--- src/rtl/fpu_ss_wb_arbiter.sv ---
// fpu_ss_wb_arbiter: merges FPU results and memory completions into one
// core result slot, and issues FP register file writes for both sources.
// Optional feature macro: FPU_SS_WB_FIXED_PRIO_EN (memory always wins ties).
module fpu_ss_wb_arbiter #(
   parameter int unsigned X_ID_WIDTH = 4,
   parameter int unsigned FLEN       = 32
) (
   input  logic                  clk_i,
   input  logic                  rst_ni,
   // FPU source
   input  logic                  fpu_out_valid_i,
   output logic                  fpu_out_ready_o,
   input  logic [FLEN-1:0]       fpu_result_i,
   input  logic [4:0]            fpu_tag_addr_i,
   input  logic                  fpu_tag_rd_is_fp_i,
   input  logic [X_ID_WIDTH-1:0] fpu_tag_id_i,
   // memory source
   input  logic                  mem_valid_i,
   output logic                  mem_ready_o,
   input  logic [FLEN-1:0]       mem_rdata_i,
   input  logic [X_ID_WIDTH-1:0] mem_id_i,
   input  logic [4:0]            mem_rd_i,
   input  logic                  mem_we_i,
   // FP register file write
   output logic                  fpr_we_o,
   output logic [4:0]            fpr_waddr_o,
   output logic [FLEN-1:0]       fpr_wdata_o,
   // core result channel
   output logic                  x_result_valid_o,
   input  logic                  x_result_ready_i,
   output logic [X_ID_WIDTH-1:0] x_result_id_o,
   output logic [31:0]           x_result_data_o,
   output logic [4:0]            x_result_rd_o,
   output logic                  x_result_we_o
);

   localparam int unsigned XLEN = 32;
   localparam int unsigned AW   = 5;

   typedef struct packed {
      logic [X_ID_WIDTH-1:0] id;
      logic [XLEN-1:0]       data;
      logic [AW-1:0]         rd;
      logic                  we;
   } slot_t;

   slot_t             slot_q, slot_d;
   logic              res_valid_q, res_valid_d;
   logic              fpr_we_q, fpr_we_d;
   logic [AW-1:0]     fpr_waddr_q, fpr_waddr_d;
   logic [FLEN-1:0]   fpr_wdata_q, fpr_wdata_d;
   logic              slot_free;
   logic              gnt_fpu, gnt_mem;

`ifndef FPU_SS_WB_FIXED_PRIO_EN
   typedef enum logic {GRANT_FPU = 1'b0, GRANT_MEM = 1'b1} grant_e;
   grant_e            last_grant_q, last_grant_d;
`endif

   // Grant selection: one source per cycle, only into a free slot, never in reset
   always_comb begin
      slot_free = !res_valid_q || x_result_ready_i;
      gnt_fpu   = 1'b0;
      gnt_mem   = 1'b0;
      if (rst_ni && slot_free) begin
         if (fpu_out_valid_i && mem_valid_i) begin
`ifdef FPU_SS_WB_FIXED_PRIO_EN
            gnt_mem = 1'b1;
`else
            if (last_grant_q == GRANT_MEM) gnt_fpu = 1'b1;
            else                           gnt_mem = 1'b1;
`endif
         end else begin
            gnt_fpu = fpu_out_valid_i;
            gnt_mem = mem_valid_i;
         end
      end
   end

   // Next-state for the result slot, FP write port and round-robin pointer
   always_comb begin
      slot_d      = slot_q;
      res_valid_d = res_valid_q;
      fpr_we_d    = 1'b0;
      fpr_waddr_d = fpr_waddr_q;
      fpr_wdata_d = fpr_wdata_q;
`ifndef FPU_SS_WB_FIXED_PRIO_EN
      last_grant_d = last_grant_q;
`endif
      if (x_result_ready_i) res_valid_d = 1'b0;
      if (gnt_fpu) begin
         res_valid_d  = 1'b1;
         slot_d.id    = fpu_tag_id_i;
         slot_d.data  = XLEN'(fpu_result_i);
         slot_d.rd    = fpu_tag_addr_i;
         slot_d.we    = !fpu_tag_rd_is_fp_i;
         if (fpu_tag_rd_is_fp_i) begin
            fpr_we_d    = 1'b1;
            fpr_waddr_d = fpu_tag_addr_i;
            fpr_wdata_d = fpu_result_i;
         end
`ifndef FPU_SS_WB_FIXED_PRIO_EN
         last_grant_d = GRANT_FPU;
`endif
      end else if (gnt_mem) begin
         res_valid_d  = 1'b1;
         slot_d.id    = mem_id_i;
         slot_d.data  = '0;
         slot_d.rd    = mem_rd_i;
         slot_d.we    = 1'b0;
         if (mem_we_i) begin
            fpr_we_d    = 1'b1;
            fpr_waddr_d = mem_rd_i;
            fpr_wdata_d = mem_rdata_i;
         end
`ifndef FPU_SS_WB_FIXED_PRIO_EN
         last_grant_d = GRANT_MEM;
`endif
      end
   end

   // State registers; reset discards any pending result or FP write
   always_ff @(posedge clk_i or negedge rst_ni) begin
      if (!rst_ni) begin
         slot_q       <= '0;
         res_valid_q  <= 1'b0;
         fpr_we_q     <= 1'b0;
         fpr_waddr_q  <= '0;
         fpr_wdata_q  <= '0;
`ifndef FPU_SS_WB_FIXED_PRIO_EN
         last_grant_q <= GRANT_MEM;
`endif
      end else begin
         slot_q       <= slot_d;
         res_valid_q  <= res_valid_d;
         fpr_we_q     <= fpr_we_d;
         fpr_waddr_q  <= fpr_waddr_d;
         fpr_wdata_q  <= fpr_wdata_d;
`ifndef FPU_SS_WB_FIXED_PRIO_EN
         last_grant_q <= last_grant_d;
`endif
      end
   end

   assign fpu_out_ready_o  = gnt_fpu;
   assign mem_ready_o      = gnt_mem;
   assign fpr_we_o         = fpr_we_q;
   assign fpr_waddr_o      = fpr_waddr_q;
   assign fpr_wdata_o      = fpr_wdata_q;
   assign x_result_valid_o = res_valid_q;
   assign x_result_id_o    = slot_q.id;
   assign x_result_data_o  = slot_q.data;
   assign x_result_rd_o    = slot_q.rd;
   assign x_result_we_o    = slot_q.we;

endmodule

--- config.mk ---
export PLATFORM = sky130hd
export DESIGN_NAME = fpu_ss_wb_arbiter
export DESIGN_NICKNAME = d
export VERILOG_FILES = /design/src/rtl/fpu_ss_wb_arbiter.sv
export SDC_FILE = /design/constraint.sdc
export NUM_CORES = 1
export LEC_CHECK = 0
export BUFFER_PORTS_ARGS = -buffer_cell sky130_fd_sc_hd__buf_4
export CORE_ASPECT_RATIO = 1.25
export CORE_UTILIZATION = 42
export CTS_CLUSTER_DIAMETER = 60
export DETAILED_ROUTE_END_ITERATION = 16
export PLACE_DENSITY = 0.81
export SYNTH_ARGS = -nofsm -noshare
export SYNTH_HDL_FRONTEND = slang
export SYNTH_SLANG_ARGS = --single-unit
export TNS_END_PERCENT = 1
--- constraint.sdc ---
create_clock -name clk_i -period 1.7 [get_ports clk_i]
set_input_delay 0.255 -clock clk_i [delete_from_list [all_inputs] [get_ports clk_i]]
set_output_delay 0.255 -clock clk_i [all_outputs]
set_load 0.005 [all_outputs]
==> run summary <==
Worst Path Class, Setup - reg -> reg
Initial Utilization - 44.3%
Root Driver - clkbuf_8
Avg Inst Size Synth - 15.1 um^2
Power Total - 6050 uW
CTS tree - yes
CP max FO - 6
Netlist Area Pre-Place - 3710 um^2
Die Span Y - 107 um
Routed Antenna Nets - 0
Largest net degree at the start of global routing - 47
Skew final - 0.0108 ns
Area grow syn2layout - 49.5%
Vias in the first global route - 2868
Vias - 2772
Compound-cell area share of the yosys netlist - 10.1%
Reg clk slew, reported paths - 0.09 ns
Fmax - 571 MHz
Ys Warns - 0
Routed len/inst - 17.6 um
Min-delay worst type - in -> async
Port Buffer Count - 171
Synth Instances - 246
Mux share of post-synthesis cell area - 28.1%
Num CTS Buffers - 9
Period utilization - 103%
Status - finished with violations
First-pass GRT wire length - 14800 um
Crit. End Element - flop
VDD IR-drop max - 434 uV
Drt initial violations - 62
Simple-Gate Fraction of Synth Area - 2.39%
Final setup viols - 34
CTS Sinks - 82
XOR/XNOR share of the synthesized area - 0%
CTS Buffer Depth - 2
Worst Tran Pin Value - 0.573 ns
Hpwl dp - 6740 um
Ratio of cells with drive above 1 in the final layout - 64.7%
Relative slew slack - 61.8%
Startpoint types - flop
Final WS setup - -0.0511 ns
Vias per cell - 5.01
Mapped Nets - 335
WP data required - 1.93 ns
GRT overflow - 0
Final wirelength - 9720 um
P_leak - 0.00291 uW
Fin. max-slew vios - 0
Diodes inserted - 0
Routability Congestion - 0.746
Crit path DAT - 1.98 ns
Post-synthesis adder-cell area fraction - 0%
Synth cell types - 25
Tmin final - 1.75 ns
Post-synthesis register bit count - 82
GRT Overall Usage - 21.2%
Nets - 520
Hold Violations, Final - 0
Cell area power density - 1090 nW/um^2
Worst skew pair latency - 0.35 ns
Die Area - 9210 um^2
Rows - 37
Worst reg2reg setup slack - -0.05 ns
Initial antenna violation count - 0
Fin util - 66.2%
Failing checks - setup timing
Die W - 86.1 um
Post-synthesis sequential area ratio - 55.3%
1st-pass router iterations - 4
Design Area, Final - 5550 um^2
Place WS - -0.0573 ns
Cts hold-fix bufs - 0
RSZ-0062 raised after global routing - yes
Max Cap Viol - 0
H-tree depth - 3
I/O pin count - 172
Core ar. - 8380 um^2
# DRC - 0
Main combinational cell family by area after synthesis - multiplexers
Post-DP Area - 5170 um^2
Final hold slack - 0.0227 ns
## worst max-delay path, stage by stage (launching register included)
cell and delay [ns]:
dfstp_2 0.53, nand2b_4 0.14, nand4_4 0.10, buf_6 0.16, clkbuf_16 0.17, mux2_4 0.29, mux2_4 0.25
## flip-flops by register name, summed over array words and instances, names as in the netlist
signal            flops
fpr_we_o              1
x_result_valid_o      1
fpr_wdata_o          32
x_result_we_o         1
x_result_rd_o         5
x_result_data_o      32
x_result_id_o         4
last_grant_q          1
fpr_waddr_o           5
## report_power, final
| part | total, uW | internal, uW | leakage [uW] | switching, uW |
|---|---|---|---|---|
| sequential | 2700 | 2420 | 0.00101 | 282 |
| combinational | 2020 | 1340 | 0.00180 | 676 |
| clock | 1330 | 645 | 0.0000944 | 682 |
## worst paths after layout
kind                                          from                  end  depth (start not counted)
worst max-delay path                  last_grant_q       fpr_wdata_o[7]                          6
worst min-delay path                        rst_ni   x_result_data_o[9]                          2
worst max register to register        last_grant_q       fpr_wdata_o[7]                          6
worst min register to register       x_result_we_o        x_result_we_o                          2
max in group asynchronous                   rst_ni  x_result_data_o[31]                          2
min in group clk_i              fpu_tag_rd_is_fp_i        x_result_we_o                          2
## cells in the mapped netlist
library cell / count / area share, %
dfstp_2: 1 / 0.71
nand4_4: 1 / 0.57
o21ai_0: 9 / 1.2
a21bo_1: 1 / 0.27
buf_4: 1 / 0.20
o211ai_2: 1 / 0.34
nand2_1: 11 / 1.1
mux2i_1: 12 / 3.2
nand2b_2: 1 / 0.24
buf_6: 5 / 1.5
inv_1: 5 / 0.51
dfrtp_1: 81 / 55
a22o_1: 32 / 7.6
and2_1: 1 / 0.17
nand2b_1: 1 / 0.17
a31oi_1: 1 / 0.17
a21oi_1: 2 / 0.27
nand3_1: 1 / 0.13
buf_8: 2 / 0.81
mux2_4: 45 / 18
a21oi_2: 1 / 0.24
mux2_1: 1 / 0.30
mux2_2: 21 / 6.4
clkbuf_1: 5 / 0.51
buf_2: 4 / 0.54
## timing repair
item / 4_1_cts / 5_1_grt
buffers inserted: 5 / 0
setup endpoints to repair: 37 / 44
cloned: 1 / 1
gates resized for setup: 21 / 12
pin swaps: 1 / 0
## through the flow
| step | std cells | TNS [ns] |
|---|---|---|
| 2_1_floorplan | 246 | 0 |
| 3_3_place_gp | 531 | -0.0260 |
| 3_5_place_dp | 531 | -0.850 |
| 4_1_cts | 553 | -1.33 |
| 5_1_grt | 553 | -2.94 |
| 6_report | 553 | -1.15 |
## per-layer routing
| layer | global-route usage [%] | wire [um] |
|---|---|---|
| met3 | 4.23 | 600 |
| met4 | 9.05 | 214 |
| met2 | 36.3 | 4930 |
| met5 | 0 | 0 |
| met1 | 25.9 | 3980 |
## cells in the final DEF, fill, tap and decap left out, drive strengths merged
| master | instances |
|---|---|
| dfstp | 1 |
| nand3 | 1 |
| clkinvlp | 2 |
| nand2 | 11 |
| clkbuf | 13 |
| inv | 5 |
| buf | 190 |
| clkinv | 2 |
| nand4 | 1 |
| o211ai | 1 |
| mux2 | 67 |
| mux2i | 12 |
| a21bo | 1 |
| dfrtp | 81 |
| a22o | 32 |
| o21ai | 9 |
| nand2b | 2 |
| a31oi | 1 |
| a21oi | 3 |
| and2 | 1 |
## cells by family (layout without fill, tap and decap cells)
logic type             Yosys count  after routing
DFF                             82             82
muxes                           79             79
AOI/OAI and AO/OA               47             47
buffers and inverters           22            212
and+or+nand+nor                 16             16
## area by class of cell
class	instances	area (um^2)
clock buffers	12	165
clock inverters	4	25.0
fillers	633	2830
inverters	5	21.3
multi-input cells	142	1600
flip-flops and latches	82	2050
well taps	117	146
repair buffers	191	1540
Note: power is estimated with default switching activity, not from simulation.
